===== src/rtl/pio_pkg.sv =====
// Shared constants for the pio_irq GPIO port: register word map, pin limits
// and the mux-word count helper.
package pio_pkg;

    localparam int PIO_A_DATA    = 0;
    localparam int PIO_A_DIR     = 1;
    localparam int PIO_A_CLR     = 2;
    localparam int PIO_A_SET     = 3;
    localparam int PIO_A_MASK    = 4;
    localparam int PIO_A_RISE    = 5;
    localparam int PIO_A_FALL    = 6;
    localparam int PIO_A_CAPTURE = 7;
    localparam int PIO_A_DEBDIV  = 8;
    localparam int PIO_A_MUX0    = 9;

    localparam int PIO_MAX_BITS     = 32;
    localparam int PIO_MAX_MUX_BITS = 4;

    // Number of 32-bit bus words needed to hold every pin's mux select.
    function automatic int pio_mux_words(input int bits, input int mux_bits);
        return (bits * mux_bits + 31) / 32;
    endfunction

endpackage


===== src/rtl/pio_in_filter.sv =====
// Pin input path: 2-flop synchroniser, optional debounce filter (PIO_DEBOUNCE_EN),
// and a one-cycle history stage producing raw rising/falling edge vectors.
module pio_in_filter #(
    parameter int pBITS = 32
`ifdef PIO_DEBOUNCE_EN
    ,
    parameter int pDEB_BITS = 16
`endif
) (
    input  logic             i_clk,
    input  logic             i_rst_n,
    input  logic [pBITS-1:0] i_pin,
`ifdef PIO_DEBOUNCE_EN
    input  logic [pDEB_BITS-1:0] i_debdiv,
`endif
    output logic [pBITS-1:0] o_level,
    output logic [pBITS-1:0] o_rise,
    output logic [pBITS-1:0] o_fall
);

    logic [pBITS-1:0] r_sync1;
    logic [pBITS-1:0] r_sync2;
    logic [pBITS-1:0] r_prev;
    logic [pBITS-1:0] w_level;

    always_ff @(posedge i_clk or negedge i_rst_n) begin
        if (!i_rst_n) begin
            r_sync1 <= '0;
            r_sync2 <= '0;
            r_prev  <= '0;
        end else begin
            r_sync1 <= i_pin;
            r_sync2 <= r_sync1;
            r_prev  <= w_level;
        end
    end

`ifdef PIO_DEBOUNCE_EN
    logic [pDEB_BITS-1:0] r_div_cnt;
    logic                 w_tick;
    logic [pBITS-1:0]     r_sh0;
    logic [pBITS-1:0]     r_sh1;
    logic [pBITS-1:0]     r_sh2;
    logic [pBITS-1:0]     r_filt;

    // >= rather than == so lowering DEBDIV below the running count cannot stall ticks.
    assign w_tick = (r_div_cnt >= i_debdiv);

    always_ff @(posedge i_clk or negedge i_rst_n) begin
        if (!i_rst_n) begin
            r_div_cnt <= '0;
            r_sh0     <= '0;
            r_sh1     <= '0;
            r_sh2     <= '0;
            r_filt    <= '0;
        end else begin
            if (w_tick) begin
                r_div_cnt <= '0;
                r_sh0     <= r_sync2;
                r_sh1     <= r_sh0;
                r_sh2     <= r_sh1;
            end else begin
                r_div_cnt <= r_div_cnt + 1'b1;
            end
            r_filt <= (r_filt | (r_sh0 & r_sh1 & r_sh2)) & (r_sh0 | r_sh1 | r_sh2);
        end
    end

    assign w_level = (i_debdiv == '0) ? r_sync2 : r_filt;
`else
    assign w_level = r_sync2;
`endif

    assign o_level = w_level;
    assign o_rise  = w_level & ~r_prev;
    assign o_fall  = ~w_level & r_prev;

endmodule


===== src/rtl/pio_irq.sv =====
// Memory-mapped GPIO port with pin-mux selects, edge capture and masked level IRQ.
// Define PIO_DEBOUNCE_EN to add the DEBDIV prescaler and per-pin debounce filter.
module pio_irq
    import pio_pkg::*;
#(
    parameter int pBITS     = 32,
    parameter int pMUX_BITS = 2,
    parameter int pDEB_BITS = 16,
    localparam int cMUX_WORDS    = pio_mux_words(pBITS, pMUX_BITS),
    localparam int cADDRESS_BITS = $clog2(9 + cMUX_WORDS)
) (
    input  logic                       iCLOCK,
    input  logic                       iRESET,
    input  logic [cADDRESS_BITS-1:0]   iADDRESS,
    input  logic                       iWRITE,
    input  logic                       iREAD,
    input  logic [31:0]                iWRITE_DATA,
    output logic [31:0]                oREAD_DATA,
    input  logic [pBITS-1:0]           iPIO,
    output logic [pBITS-1:0]           oPIO,
    output logic [pBITS-1:0]           oDIR,
    output logic [pBITS*pMUX_BITS-1:0] oMUXSEL,
    output logic                       oIRQ
);

    localparam int cMUX_TOT = pBITS * pMUX_BITS;
    localparam int cMUX_PAD = cMUX_WORDS * 32;

    if (pBITS < 1 || pBITS > PIO_MAX_BITS || pMUX_BITS < 1 || pMUX_BITS > PIO_MAX_MUX_BITS ||
        pDEB_BITS < 1 || pDEB_BITS > 32) begin : g_param_check
        $error("pio_irq: parameter out of range");
    end

    logic [pBITS-1:0]    r_pio;
    logic [pBITS-1:0]    r_dir;
    logic [pBITS-1:0]    r_mask;
    logic [pBITS-1:0]    r_rise;
    logic [pBITS-1:0]    r_fall;
    logic [pBITS-1:0]    r_capture;
    logic [cMUX_TOT-1:0] r_mux;
    logic [31:0]         r_read_data;
    logic                r_irq;

    logic [pBITS-1:0]    w_level;
    logic [pBITS-1:0]    w_rise;
    logic [pBITS-1:0]    w_fall;
    logic [pBITS-1:0]    w_wdata;
    logic [pBITS-1:0]    w_cap_clr;
    logic [cMUX_PAD-1:0] w_mux_pad;
    logic [31:0]         w_rd;
    int                  w_addr;
    logic                w_wr_data;
    logic                w_wr_dir;
    logic                w_wr_clr;
    logic                w_wr_set;
    logic                w_wr_mask;
    logic                w_wr_rise;
    logic                w_wr_fall;
    logic                w_wr_cap;

`ifdef PIO_DEBOUNCE_EN
    logic [pDEB_BITS-1:0] r_debdiv;
`endif

    pio_in_filter #(
        .pBITS    (pBITS)
`ifdef PIO_DEBOUNCE_EN
        ,
        .pDEB_BITS(pDEB_BITS)
`endif
    ) u_in_filter (
        .i_clk   (iCLOCK),
        .i_rst_n (iRESET),
        .i_pin   (iPIO),
`ifdef PIO_DEBOUNCE_EN
        .i_debdiv(r_debdiv),
`endif
        .o_level (w_level),
        .o_rise  (w_rise),
        .o_fall  (w_fall)
    );

    assign w_addr    = int'(iADDRESS);
    assign w_wdata   = iWRITE_DATA[pBITS-1:0];
    assign w_wr_data = iWRITE && (w_addr == PIO_A_DATA);
    assign w_wr_dir  = iWRITE && (w_addr == PIO_A_DIR);
    assign w_wr_clr  = iWRITE && (w_addr == PIO_A_CLR);
    assign w_wr_set  = iWRITE && (w_addr == PIO_A_SET);
    assign w_wr_mask = iWRITE && (w_addr == PIO_A_MASK);
    assign w_wr_rise = iWRITE && (w_addr == PIO_A_RISE);
    assign w_wr_fall = iWRITE && (w_addr == PIO_A_FALL);
    assign w_wr_cap  = iWRITE && (w_addr == PIO_A_CAPTURE);
    assign w_cap_clr = w_wr_cap ? w_wdata : '0;
    assign w_mux_pad = cMUX_PAD'(r_mux);

    always_comb begin
        w_rd = '0;
        case (w_addr)
            PIO_A_DATA:              w_rd = 32'(w_level);
            PIO_A_DIR:               w_rd = 32'(r_dir);
            PIO_A_CLR, PIO_A_SET:    w_rd = 32'(r_pio);
            PIO_A_MASK:              w_rd = 32'(r_mask);
            PIO_A_RISE:              w_rd = 32'(r_rise);
            PIO_A_FALL:              w_rd = 32'(r_fall);
            PIO_A_CAPTURE:           w_rd = 32'(r_capture);
`ifdef PIO_DEBOUNCE_EN
            PIO_A_DEBDIV:            w_rd = 32'(r_debdiv);
`endif
            default: begin
                for (int k = 0; k < cMUX_WORDS; k++) begin
                    if (w_addr == PIO_A_MUX0 + k) begin
                        w_rd = w_mux_pad[k*32 +: 32];
                    end
                end
            end
        endcase
    end

    always_ff @(posedge iCLOCK or negedge iRESET) begin
        if (!iRESET) begin
            r_pio       <= '0;
            r_dir       <= '0;
            r_mask      <= '0;
            r_rise      <= '0;
            r_fall      <= '0;
            r_capture   <= '0;
            r_mux       <= '0;
            r_read_data <= '0;
            r_irq       <= 1'b0;
        end else begin
            if (w_wr_data) begin
                r_pio <= w_wdata;
            end else if (w_wr_clr) begin
                r_pio <= r_pio & ~w_wdata;
            end else if (w_wr_set) begin
                r_pio <= r_pio | w_wdata;
            end
            if (w_wr_dir)  r_dir  <= w_wdata;
            if (w_wr_mask) r_mask <= w_wdata;
            if (w_wr_rise) r_rise <= w_wdata;
            if (w_wr_fall) r_fall <= w_wdata;
            // New edges are OR'd in after the W1C so a same-cycle edge survives the clear.
            r_capture <= (r_capture & ~w_cap_clr) | (w_rise & r_rise) | (w_fall & r_fall);
            r_irq     <= |(r_capture & r_mask);
            for (int b = 0; b < cMUX_TOT; b++) begin
                if (iWRITE && (w_addr == PIO_A_MUX0 + b / 32)) begin
                    r_mux[b] <= iWRITE_DATA[b % 32];
                end
            end
            if (iREAD) r_read_data <= w_rd;
        end
    end

`ifdef PIO_DEBOUNCE_EN
    always_ff @(posedge iCLOCK or negedge iRESET) begin
        if (!iRESET) begin
            r_debdiv <= '0;
        end else if (iWRITE && (w_addr == PIO_A_DEBDIV)) begin
            r_debdiv <= iWRITE_DATA[pDEB_BITS-1:0];
        end
    end
`endif

    assign oPIO       = r_pio;
    assign oDIR       = r_dir;
    assign oMUXSEL    = r_mux;
    assign oREAD_DATA = r_read_data;
    assign oIRQ       = r_irq;

endmodule


===== config.mk =====
export PLATFORM = sky130hd
export DESIGN_NAME = pio_irq
export DESIGN_NICKNAME = d
export VERILOG_FILES = /design/src/rtl/pio_pkg.sv /design/src/rtl/pio_in_filter.sv /design/src/rtl/pio_irq.sv
export SDC_FILE = /design/constraint.sdc
export NUM_CORES = 1
export LEC_CHECK = 0
export CORE_UTILIZATION = 45
export CTS_CLUSTER_SIZE = 40
export DETAILED_ROUTE_END_ITERATION = 10
export PLACE_DENSITY = 0.67
export SLEW_MARGIN = 20
export SYNTH_ARGS = -nofsm -noshare
export SYNTH_HDL_FRONTEND = slang
export SYNTH_SLANG_ARGS = --single-unit
export TNS_END_PERCENT = 10

===== constraint.sdc =====
create_clock -name iCLOCK -period 2.01 [get_ports iCLOCK]
set_input_delay 0.402 -clock iCLOCK [delete_from_list [all_inputs] [get_ports iCLOCK]]
set_output_delay 0.402 -clock iCLOCK [all_outputs]
set_load 0.005 [all_outputs]

### Yosys cells after proc, flatten, opt, wreduce, memory -nomap -nowiden

Index checks and enable logic that the tools add are counted.

| cells by class | value |
|---|---|
| multiply operators | 0 |
| divide/modulo/power cells | 0 |
| magnitude comparators | 0 |
| bitwise gates (word level) | 14 |
| add/subtract/negate cells | 0 |
| eq/ne operators | 16 |
| reductions and logical operators | 15 |
| multiplexer cells | 7 |
| shift operators | 0 |

Operator list:

| operator | count |
|---|---|
| 32-bit bitwise AND | 7 |
| 32-bit one-hot mux with 7 select lines | 1 |
| 32-bit 2-to-1 mux | 6 |
| 32-bit inverter | 4 |
| 32-bit OR | 3 |
| 32-bit zero test | 2 |
| 32-bit OR reduction | 1 |
| 4-bit by 3-bit == test with 1-bit output (second input constant) | 6 |
| 4-bit == test (second input constant) | 6 |
| 4-bit by 2-bit == test with 1-bit output (second input constant) | 3 |
| 1-bit logical AND | 10 |
| 4-bit by 1-bit == test with 1-bit output (second input constant) | 1 |
| 3-bit nonzero test | 1 |
| 2-bit OR reduction | 1 |

| storage, ports and cells | value |
|---|---|
| input bits | 72 |
| memory bits (writable) | 0 |
| flip-flop bits (word level) | 385 |
| output and inout port bits | 161 |
| memories | 0 |
| latch bits | 0 |
| memory bits (read-only) | 0 |
| word-level logic and storage cells | 65 |

### Logic depth before layout (Yosys ltp)

| logic depth | value |
|---|---|
| depth in word-level cells | 7 |
| gate-level depth with buffers | 7 |
| mapped depth without buffers | 4 |

### By module

A second synthesis with hierarchy kept.

| unflattened totals | value |
|---|---|
| cell total of the unflattened synthesis | 1,245 |
| area total of the unflattened synthesis | 16,427.0 sq um |

Modules (own cells, without submodules):

| module | area an instance (sq um) | cells each | seq. area each (sq um) | instances |
|---|---|---|---|---|
| pio_irq | 13,464.2 | 1,085 | 7,231.9 | 1 |
| pio_in_filter | 2,962.8 | 160 | 2,402.3 | 1 |

### Worst setup path before layout

No wires, ideal clock.

| path | value |
|---|---|
| kind | input -> register |
| start | input port iADDRESS[0] |
| end | register r_mux[10], in the netlist oMUXSEL[10] |
| arrival time | 1,720 ps |
| path buffers | 3 |
| path slack | 165 ps |
| data required time | 1,885 ps |
| setup time | 125 ps |
| stages | 6 |
| path through | buf_2 nor3b_2 and3_1 clkbuf_2 buf_4 mux2_2 |

| on the way | value |
|---|---|
| cells in the longest elaborated chain, start to end | 2 |

RTL lines:

| what | RTL line | source |
|---|---|---|
| start, declared | pio_irq.sv:14 | `input logic [cADDRESS_BITS-1:0] iADDRESS,` |
| 4-bit == test | pio_irq.sv:146 | `if (iWRITE && (w_addr == PIO_A_MUX0 + b / 32)) begin` |
| 1-bit logical AND | pio_irq.sv:146 |  |
| end signal, assigned by index | pio_irq.sv:147 | `r_mux[b] <= iWRITE_DATA[b % 32];` |
| end, declared | pio_irq.sv:40 | `logic [cMUX_TOT-1:0] r_mux;` |

No other way between the ends.
A chain may end at the register's enable or synchronous reset.

### Worst setup path after layout

| path | value |
|---|---|
| start | register r_read_data[31], in the netlist oREAD_DATA[31] |
| end | output port oREAD_DATA[31] |

RTL lines:

| what | RTL line | source |
|---|---|---|
| start, declared | pio_irq.sv:41 | `logic [31:0] r_read_data;` |
| start signal, assigned | pio_irq.sv:150 | `if (iREAD) r_read_data <= w_rd;` |
| end, declared | pio_irq.sv:18 | `output logic [31:0] oREAD_DATA,` |

No word-level cell between the ends.

==> results.md <==
- Syn-to-layout area delta: 29.94%
- Setup crit start kind: flop
- Width of the die: 190.3 um
- Mapped Cells: between 1k and 1.5k
- Clk Latency, worst-skew pair: approximately 0.55 ns
- Syn Nets: around 1.4k
- DR vias/cell: about 6
- CTS tree: built
- Iteration-0 DRC Markers: between 900 and 1k
- Post-synth top cells: 385 x dfrtp_1, 140 x mux2_2, 104 x nand2_1
- Number of core rows: 68
- Wirelength per Cell: 24.48 um
- CP Depth: 1
- CTS Root Cell: clkbuf_16
- Number of synthesized flops with an enable pin: 0
- WHS Endpoint: oREAD_DATA[31]
- Synth warn: 0
- Place WS: -0.5237 ns
- Total die area: 36230 sq um
- Routed Antenna Nets: 0
- Hold depth: 3
- CTS Buffer Depth: 3
- Synth Register Bits: 385
- Top-count cell post-synth: dfrtp_1
- H-tree Lvls: 2
- CP bufs+invs: 1
- Count of cell types in the netlist: 36
- Reg2Reg Depth: 3
- Core area: 34710 sq um
- Share of the synthesized area in the top cell type: 60.35%
- RSZ-0062 raised after global routing: no
- Clock Sink Count: 385
- Synth Cell Area: 15960 sq um
- Footprint of the multi-input gates: 5737 sq um
- Cts bufs inserted: 41
- Area contributors post-synth: dfrtp_1 60%, mux2_2 9.9%, a221oi_1 3.3%, o21ai_0 3.1%, o211ai_1 3.0%
- HP Class: input pin to flop
- Port-buffer cells: ~230
- Min Clock Period, post-route: 1.954 ns
- Final WS setup: 0.05576 ns
- Fin crit share: 97.23%
- Drt total wl: 49970 um
- Peak Freq: 0.5117 GHz
- Worst r2r dst: oIRQ
- Worst Max-Slew Pin Slew: between 1 and 1.5 ns
- Register Area: 9634 sq um
- R2R Path Start: r_capture[24]
- CP required: 1.61 ns
- Chip Height: around 190 um
- Synth area leader: dfrtp_1
- Crit Path Category: flop to output pin
- Clk slew on worst S/H paths: 0.06 ns
- Final Power: 0.02173 W
- Crit path capture type: output pin
- Fin cells: ~2.0k
- Via Count: 12.27k
- Fill cells: 2807
- Peak VDD IR: 553.2 uV
- Max Slew Vio Count: 0
- Hold path start: iREAD
- Cell Chain, Critical Path: clkdlybuf4s50_1
- Final GP Congestion: 0.8192
- Crit path max-delay family: buffers and inverters
- Grt ovf: 0
- Initial Util: 45.98%
- Setup violators final: 0
- Max-cap violations: 0
- WHS: 0.2388 ns
- Max stage delay cell, worst path: clkdlybuf4s50_1
- Dpl cells: slightly below 2k
- Main synth FF type: dfrtp_1
- Largest net degree at the start of global routing: 99
- CP max FO: 2
- Cell Pwr Density: between 1000 and 1500 nW/um^2
- CP peak stage delay: 0.56 ns
- Vias in the first global route: approximately 13k
- Post-synthesis average cell area: approximately 12 sq um
- Status: completed
- Slew headroom: between 20 and 25%
- Boundary pin count: 233
- Global Route Usage Sum: between 20% and 30%
- Worst Skew: between 0.01 and 0.015 ns
- Nets@finish: around 1.6k
- Ys async rst share: 100.0%
- Layout cell share with drive strength beyond 1: 18.50%
- Pre-antenna DRT Iters: 5
- DR DRC count: 0
- Final hold vios: 0
- Sequential-to-total area share from yosys stat: 60.35%
- Placed wire-length estimate: around 33000 um
- Leakage: between 8 and 9 nW
- Reg2Reg Setup Slack: 0.36 ns
- First-pass GRT wire length: 76670 um
- CP Data Arrival Time: 1.55 ns
- Initial antenna violation count: 2
-- placed cells by master, fill, tap and decap left out, types with 3 or more instances in the layout --
cell type and count:
clkinv_2 5, mux2i_1 31, dfrtp_1 385, clkdlybuf4s50_1 228, o211ai_1 64, nor2_1 32
o221ai_1 30, a221oi_1 60, bufinv_16 3, clkbuf_16 41, buf_12 27, a22o_1 32
inv_1 64, nor2b_4 6, nand4_1 4, mux2_1 21, mux2_2 140, clkbuf_1 12
clkbuf_8 8, nand3_1 31, a32o_1 30, buf_4 47, nor3_1 30, a22oi_1 17
nand2_1 103, o21ai_0 99
-- cell type report --
class	count	share of cell area, %
inverters	64	1.158
clock buffers	61	5.694
diodes	2	0.02413
flip-flops and latches	385	46.45
clock inverters	12	0.7962
repair buffers	306	15.48
multi-input cells	756	27.66
well taps	455	2.745
-- report_power, final --
| part | total, W | switching [W] | internal, W |
|---|---|---|---|
| registers | 0.0102 | 0.00122 | 0.00902 |
| clock network | 0.00754 | 0.00308 | 0.00447 |
| logic | 0.00394 | 0.00157 | 0.00236 |
-- what timing repair did --
action,4_1_cts,5_1_grt
endpoints found under the setup margin,0,10
setup buffers,0,0
hold buffers,1,0
hold endpoints to repair,14,0
gates resized for setup,0,1
-- sequential cells by signal, summed over array words and instances (netlist names), named ones only --
| signal | cells |
|---|---|
| oMUXSEL | 64 |
| u_in_filter.r_prev | 32 |
| u_in_filter.o_level | 32 |
| r_mask | 32 |
| oIRQ | 1 |
| r_rise | 32 |
| oREAD_DATA | 32 |
| u_in_filter.r_sync1 | 32 |
| oDIR | 32 |
| r_capture | 32 |
| r_fall | 32 |
-- worst max path at each step --
stage | from | slack [ns] | to
finish | oREAD_DATA[31] | 0.06 | oREAD_DATA[31]
global placement | iADDRESS[1] | -0.41 | oREAD_DATA[18]
floorplan | iADDRESS[0] | 0.16 | oMUXSEL[10]
global route | flop | 0.009 | oPIO[31]
CTS | iADDRESS[1] | 0.04 | oREAD_DATA[24]
detailed placement | iADDRESS[1] | -0.52 | oREAD_DATA[9]
-- through the flow --
step | TNS, ns | area, sq um | util (%)
floorplan | 0 | 15960 | -
global placement | -55.37 | 19370 | 55.80
detailed placement | -64.31 | 19370 | 55.80
CTS | 0 | 20730 | 59.71
global route | 0 | 20740 | 59.75
finish | 0 | 20740 | 59.75
-- routing by layer --
metal / share of wire, % / global-route usage, %
met2: 47 / 44.43
met5: 0 / 0
met4: 3.4 / 10.55
met3: 7.1 / 4.619
met1: 42 / 38.42
-- cell families after synthesis --
kind of cell	Yosys count	share of synthesized area (%)
compound gates	339	15.81
flops	385	60.35
buf+inv	156	4.248
simple gates	224	6.286
mux	192	13.30
Power figures use the tool's default switching activity.
